===== src/rtl/interrupt_arbiter.sv =====
// interrupt_arbiter: latches edge-triggered requests and grants one ISR at a time.
// Optional IRQ_ROUND_ROBIN_EN selects rotating priority instead of lowest-index.
module interrupt_arbiter #(
  parameter int          NUM_SRC    = 4,
  parameter logic [11:0] ISR_BASE   = 12'h200,
  parameter logic [11:0] ISR_STRIDE = 12'h020
) (
  input  logic               clk,
  input  logic               nrst,
  input  logic [NUM_SRC-1:0] irq_req,
  input  logic [NUM_SRC-1:0] irq_mask,
  input  logic               irq_en,
  input  logic               core_ready,
  input  logic               ret_isr,
  output logic               interrupt_signal,
  output logic [11:0]        isr_addr,
  output logic [2:0]         irq_id,
  output logic               busy,
  output logic [NUM_SRC-1:0] pending
);

  typedef enum logic [1:0] {
    IDLE,
    FIRE,
    SERVICE,
    COOLDOWN
  } state_t;

  state_t             state_q, state_d;
  logic [NUM_SRC-1:0] prev_q;
  logic [NUM_SRC-1:0] pend_q, pend_d;
  logic [NUM_SRC-1:0] rise, elig, clr;
  logic [2:0]         id_q, id_d, win;
  logic               found;
  logic               int_q, int_d;
`ifdef IRQ_ROUND_ROBIN_EN
  logic [2:0]         last_q, last_d;
`endif

  // Pending bits: new edges set, the granted source clears in FIRE; set wins.
  always_comb begin
    rise = irq_req & ~prev_q;
    elig = irq_en ? (pend_q & irq_mask) : '0;
    for (int i = 0; i < NUM_SRC; i++) begin
      clr[i] = (state_q == FIRE) && (id_q == 3'(i));
    end
    pend_d = (pend_q & ~clr) | rise;
  end

  // Winner search over the eligible vector.
  always_comb begin
    win   = '0;
    found = 1'b0;
`ifdef IRQ_ROUND_ROBIN_EN
    for (int k = 1; k <= NUM_SRC; k++) begin
      for (int i = 0; i < NUM_SRC; i++) begin
        if (!found && elig[i] &&
            ((int'(last_q) + k) % NUM_SRC) == i) begin
          found = 1'b1;
          win   = 3'(i);
        end
      end
    end
`else
    for (int i = 0; i < NUM_SRC; i++) begin
      if (!found && elig[i]) begin
        found = 1'b1;
        win   = 3'(i);
      end
    end
`endif
  end

  // Grant FSM: next state, latched id and request pulse.
  always_comb begin
    state_d = state_q;
    id_d    = id_q;
    int_d   = 1'b0;
`ifdef IRQ_ROUND_ROBIN_EN
    last_d  = last_q;
`endif
    unique case (state_q)
      IDLE: begin
        if (found && core_ready) begin
          id_d    = win;
          int_d   = 1'b1;
          state_d = FIRE;
`ifdef IRQ_ROUND_ROBIN_EN
          last_d  = win;
`endif
        end
      end
      FIRE:     state_d = SERVICE;
      SERVICE:  if (ret_isr) state_d = COOLDOWN;
      COOLDOWN: state_d = IDLE;
      default:  state_d = IDLE;
    endcase
  end

  // State and datapath registers with synchronous active-low reset.
  always_ff @(posedge clk) begin
    if (!nrst) begin
      state_q <= IDLE;
      prev_q  <= '0;
      pend_q  <= '0;
      id_q    <= '0;
      int_q   <= 1'b0;
`ifdef IRQ_ROUND_ROBIN_EN
      last_q  <= '0;
`endif
    end else begin
      state_q <= state_d;
      prev_q  <= irq_req;
      pend_q  <= pend_d;
      id_q    <= id_d;
      int_q   <= int_d;
`ifdef IRQ_ROUND_ROBIN_EN
      last_q  <= last_d;
`endif
    end
  end

  assign interrupt_signal = int_q;
  assign irq_id           = id_q;
  assign pending          = pend_q;
  assign busy             = (state_q != IDLE);
  assign isr_addr         = ISR_BASE + 12'(id_q) * ISR_STRIDE;

endmodule

===== config.mk =====
export PLATFORM = sky130hd
export DESIGN_NAME = interrupt_arbiter
export DESIGN_NICKNAME = d
export VERILOG_FILES = /design/src/rtl/interrupt_arbiter.sv
export SDC_FILE = /design/constraint.sdc
export NUM_CORES = 1
export LEC_CHECK = 0
export CORE_MARGIN = 4
export CORE_UTILIZATION = 42
export DETAILED_ROUTE_END_ITERATION = 6
export PLACE_DENSITY = 0.81
export SLEW_MARGIN = 25
export SYNTH_ARGS = -nofsm -noshare
export SYNTH_HDL_FRONTEND = slang
export SYNTH_SLANG_ARGS = --single-unit

===== constraint.sdc =====
create_clock -name clk -period 1.8 [get_ports clk]
set_input_delay 0.36 -clock clk [delete_from_list [all_inputs] [get_ports clk]]
set_output_delay 0.36 -clock clk [all_outputs]
set_load 0.05 [all_outputs]

==> metrics.csv <==
metric,value,unit
status,"complete, no violations",
VDD IR max,0.520,mV
Wirelength per Cell,13.3,µm
global-route wire length before repair,2530,µm
Die X-Extent,49.9,µm
Reg2Reg Depth,4,
Clk network pwr share,0.179,
Post-synth EDFFs,0,
Ant. Diodes,0,
Clock Path Buffers,2,
Psw,0.404,mW
port bufs,22,
Synth area leader,dfxtp_1,
switching part of the total power,0.406,
final period utilization,0.955,
clock skew,0.00483,ns
synthesis-to-finish area growth,25.3,%
fillers,140,
worst hold path cell count,2,
Max Cap Viol,0,
CTS sink cnt,13,
Post-DRT Antenna Nets,0,
"worst slack, placed",0.0618,ns
Yosys warning count,0,
DRT iter0 DRCs,6,
Worst Setup Start Kind,register,
die height,49.9,µm
sequential power share,0.354,
Slew Limit Fails,0,
Mean Syn Cell Area,9.46,µm²
non-filler instance count after layout,115,
arrival time worst endpoint,1.36,ns
Placed Cells,111,
Post-Syn Area,738,µm²
H-tree Lvls,1,
synth unique cells,25,
vias in the first global route,530,
Pint,0.590,mW
initial antenna violation count,0,
Die Area,2490,µm²
HP Class,reg2reg,
post_cts resized,0,
largest net degree at the start of global routing,15,
CTS tree,yes,
global-route usage over all layers,0.133,
standard-cell rows,14,
hold slack final,0.502,ns
initial core utilization,0.468,
Synth area leaders,"dfxtp_1 35%, buf_4 13%, ha_1 6.8%",
share of the synthesized area in the top cell type,0.353,
Commonest cells post-synth,"13 x buf_4, 13 x dfxtp_1, 5 x and2_1, 5 x nand2_1, 5 x nor2b_1",
combinational fraction of design power,0.467,
final routed DRC violation total,0,
Final Critical Period,1.72,ns
GP Congestion,0.826,
CP Class,reg2out,
core box area,1580,µm²
CP max FO,4,
Overflow after GRT,0,
drt pass-1 iters,4,
Post-Route WL,1530,µm
ys flop type,dfxtp_1,
Yosys reg bits,13,
Max Fclk,581,MHz
Vias/cell,4.95,
Fin. Hold Viols,0,
final worst slack,0.0802,ns
Leakage Power,0.404,nW
IO Count,34,
Vias,569,
Final setup violation count,0,
Root Driver,clkbuf_4,
"Seq/Total Area, Yosys",0.353,
layout cell share with drive strength beyond 1,0.182,
RSZ-0062 raised after global routing,no,
PwrDens,1080,nW/µm²
post-CTS setup buffers,0,
clock-pin slew on the worst setup and hold paths,0.08,ns
"Clk Latency, worst-skew pair",0.27,ns
Setup Total Neg Slack,0,ns
cells after synthesis,78,
Worst setup EP type,output port,
"Hold-fix buffers, CTS",0,
asr flop ratio synth,0,
Num CTS Buffers,3,
Final HPWL DP,1230,µm
Worst EP required,1.44,ns
Nets,117,
-- state kept, by name (all words and copies together) (netlist names) --
name and flops:
prev_q 4, state_q 2, pending 4, irq_id 2, interrupt_signal 1
-- stage by stage --
stage	area (µm²)	util	total power, mW
floorplan	772	-	0.677
global placement	898	0.570	0.802
detailed placement	898	0.570	0.816
CTS	925	0.587	1.00
global route	925	0.587	1.06
finish	925	0.587	0.994
-- metal layers --
layer / vias up / wire [µm] / GRT usage
met1: 258 / 628 / 0.150
li1: 285 / - / -
met5: - / 0 / 0
met3: 2 / 120 / 0.0452
met4: 0 / 13 / 0.0691
met2: 24 / 768 / 0.220
-- area by class of cell --
cell class	count	area, µm²	share of cell area
Clock buffer	4	26.3	0.0284
Inverter	3	11.3	0.0122
Multi-Input combinational cell	57	399	0.432
Sequential cell	13	260	0.281
Tap cell	16	20.0	0.0217
Timing Repair Buffer	22	208	0.225
-- power groups by stage --
stage	logic (mW)	registers, mW	clock network, mW
2_1_floorplan	0.294	0.383	0
3_3_place_gp	0.450	0.352	0
3_5_place_dp	0.459	0.357	0
4_1_cts	0.465	0.352	0.185
5_1_grt	0.499	0.355	0.206
6_report	0.464	0.352	0.178
-- cells in the final DEF (no fill, tap or decap), types with 2 or more instances in the layout --
master           instances
a21boi_0                 4
a21oi_1                  2
a22o_4                   2
and2_1                   5
buf_4                    9
clkbuf_4                 3
clkdlybuf4s50_1         12
conb_1                  11
dfxtp_1                 13
ha_1                     4
inv_1                    3
nand2_1                  5
nand2b_1                 3
nand3_1                  2
nor2b_1                  5
o21ai_0                  4
-- worst paths after layout --
kind              start    endpoint  slack, ns
min           prev_q[0]  pending[0]       0.50
max          state_q[0]        busy       0.08
max reg2reg  state_q[0]  state_q[0]       0.48
min reg2reg   prev_q[0]  pending[0]       0.50
-- cells by family (layout without fill, tap and decap cells) --
group / Yosys count / after routing / synth area share
muxes: 1 / 1 / 0.0136
AOI/OAI and AO/OA: 19 / 19 / 0.236
adders and majority gates: 4 / 4 / 0.0678
and+or+nand+nor: 22 / 22 / 0.168
buffers and inverters: 17 / 29 / 0.153
DFF: 13 / 13 / 0.353
other: 2 / 11 / 0.0102
-- critical path, stage by stage (launching register included) --
cell,delay (ns)
dfxtp_1,0.41
inv_1,0.11
ha_1,0.27
inv_1,0.15
buf_12,0.15
Note: power is estimated with default switching activity, not from simulation.
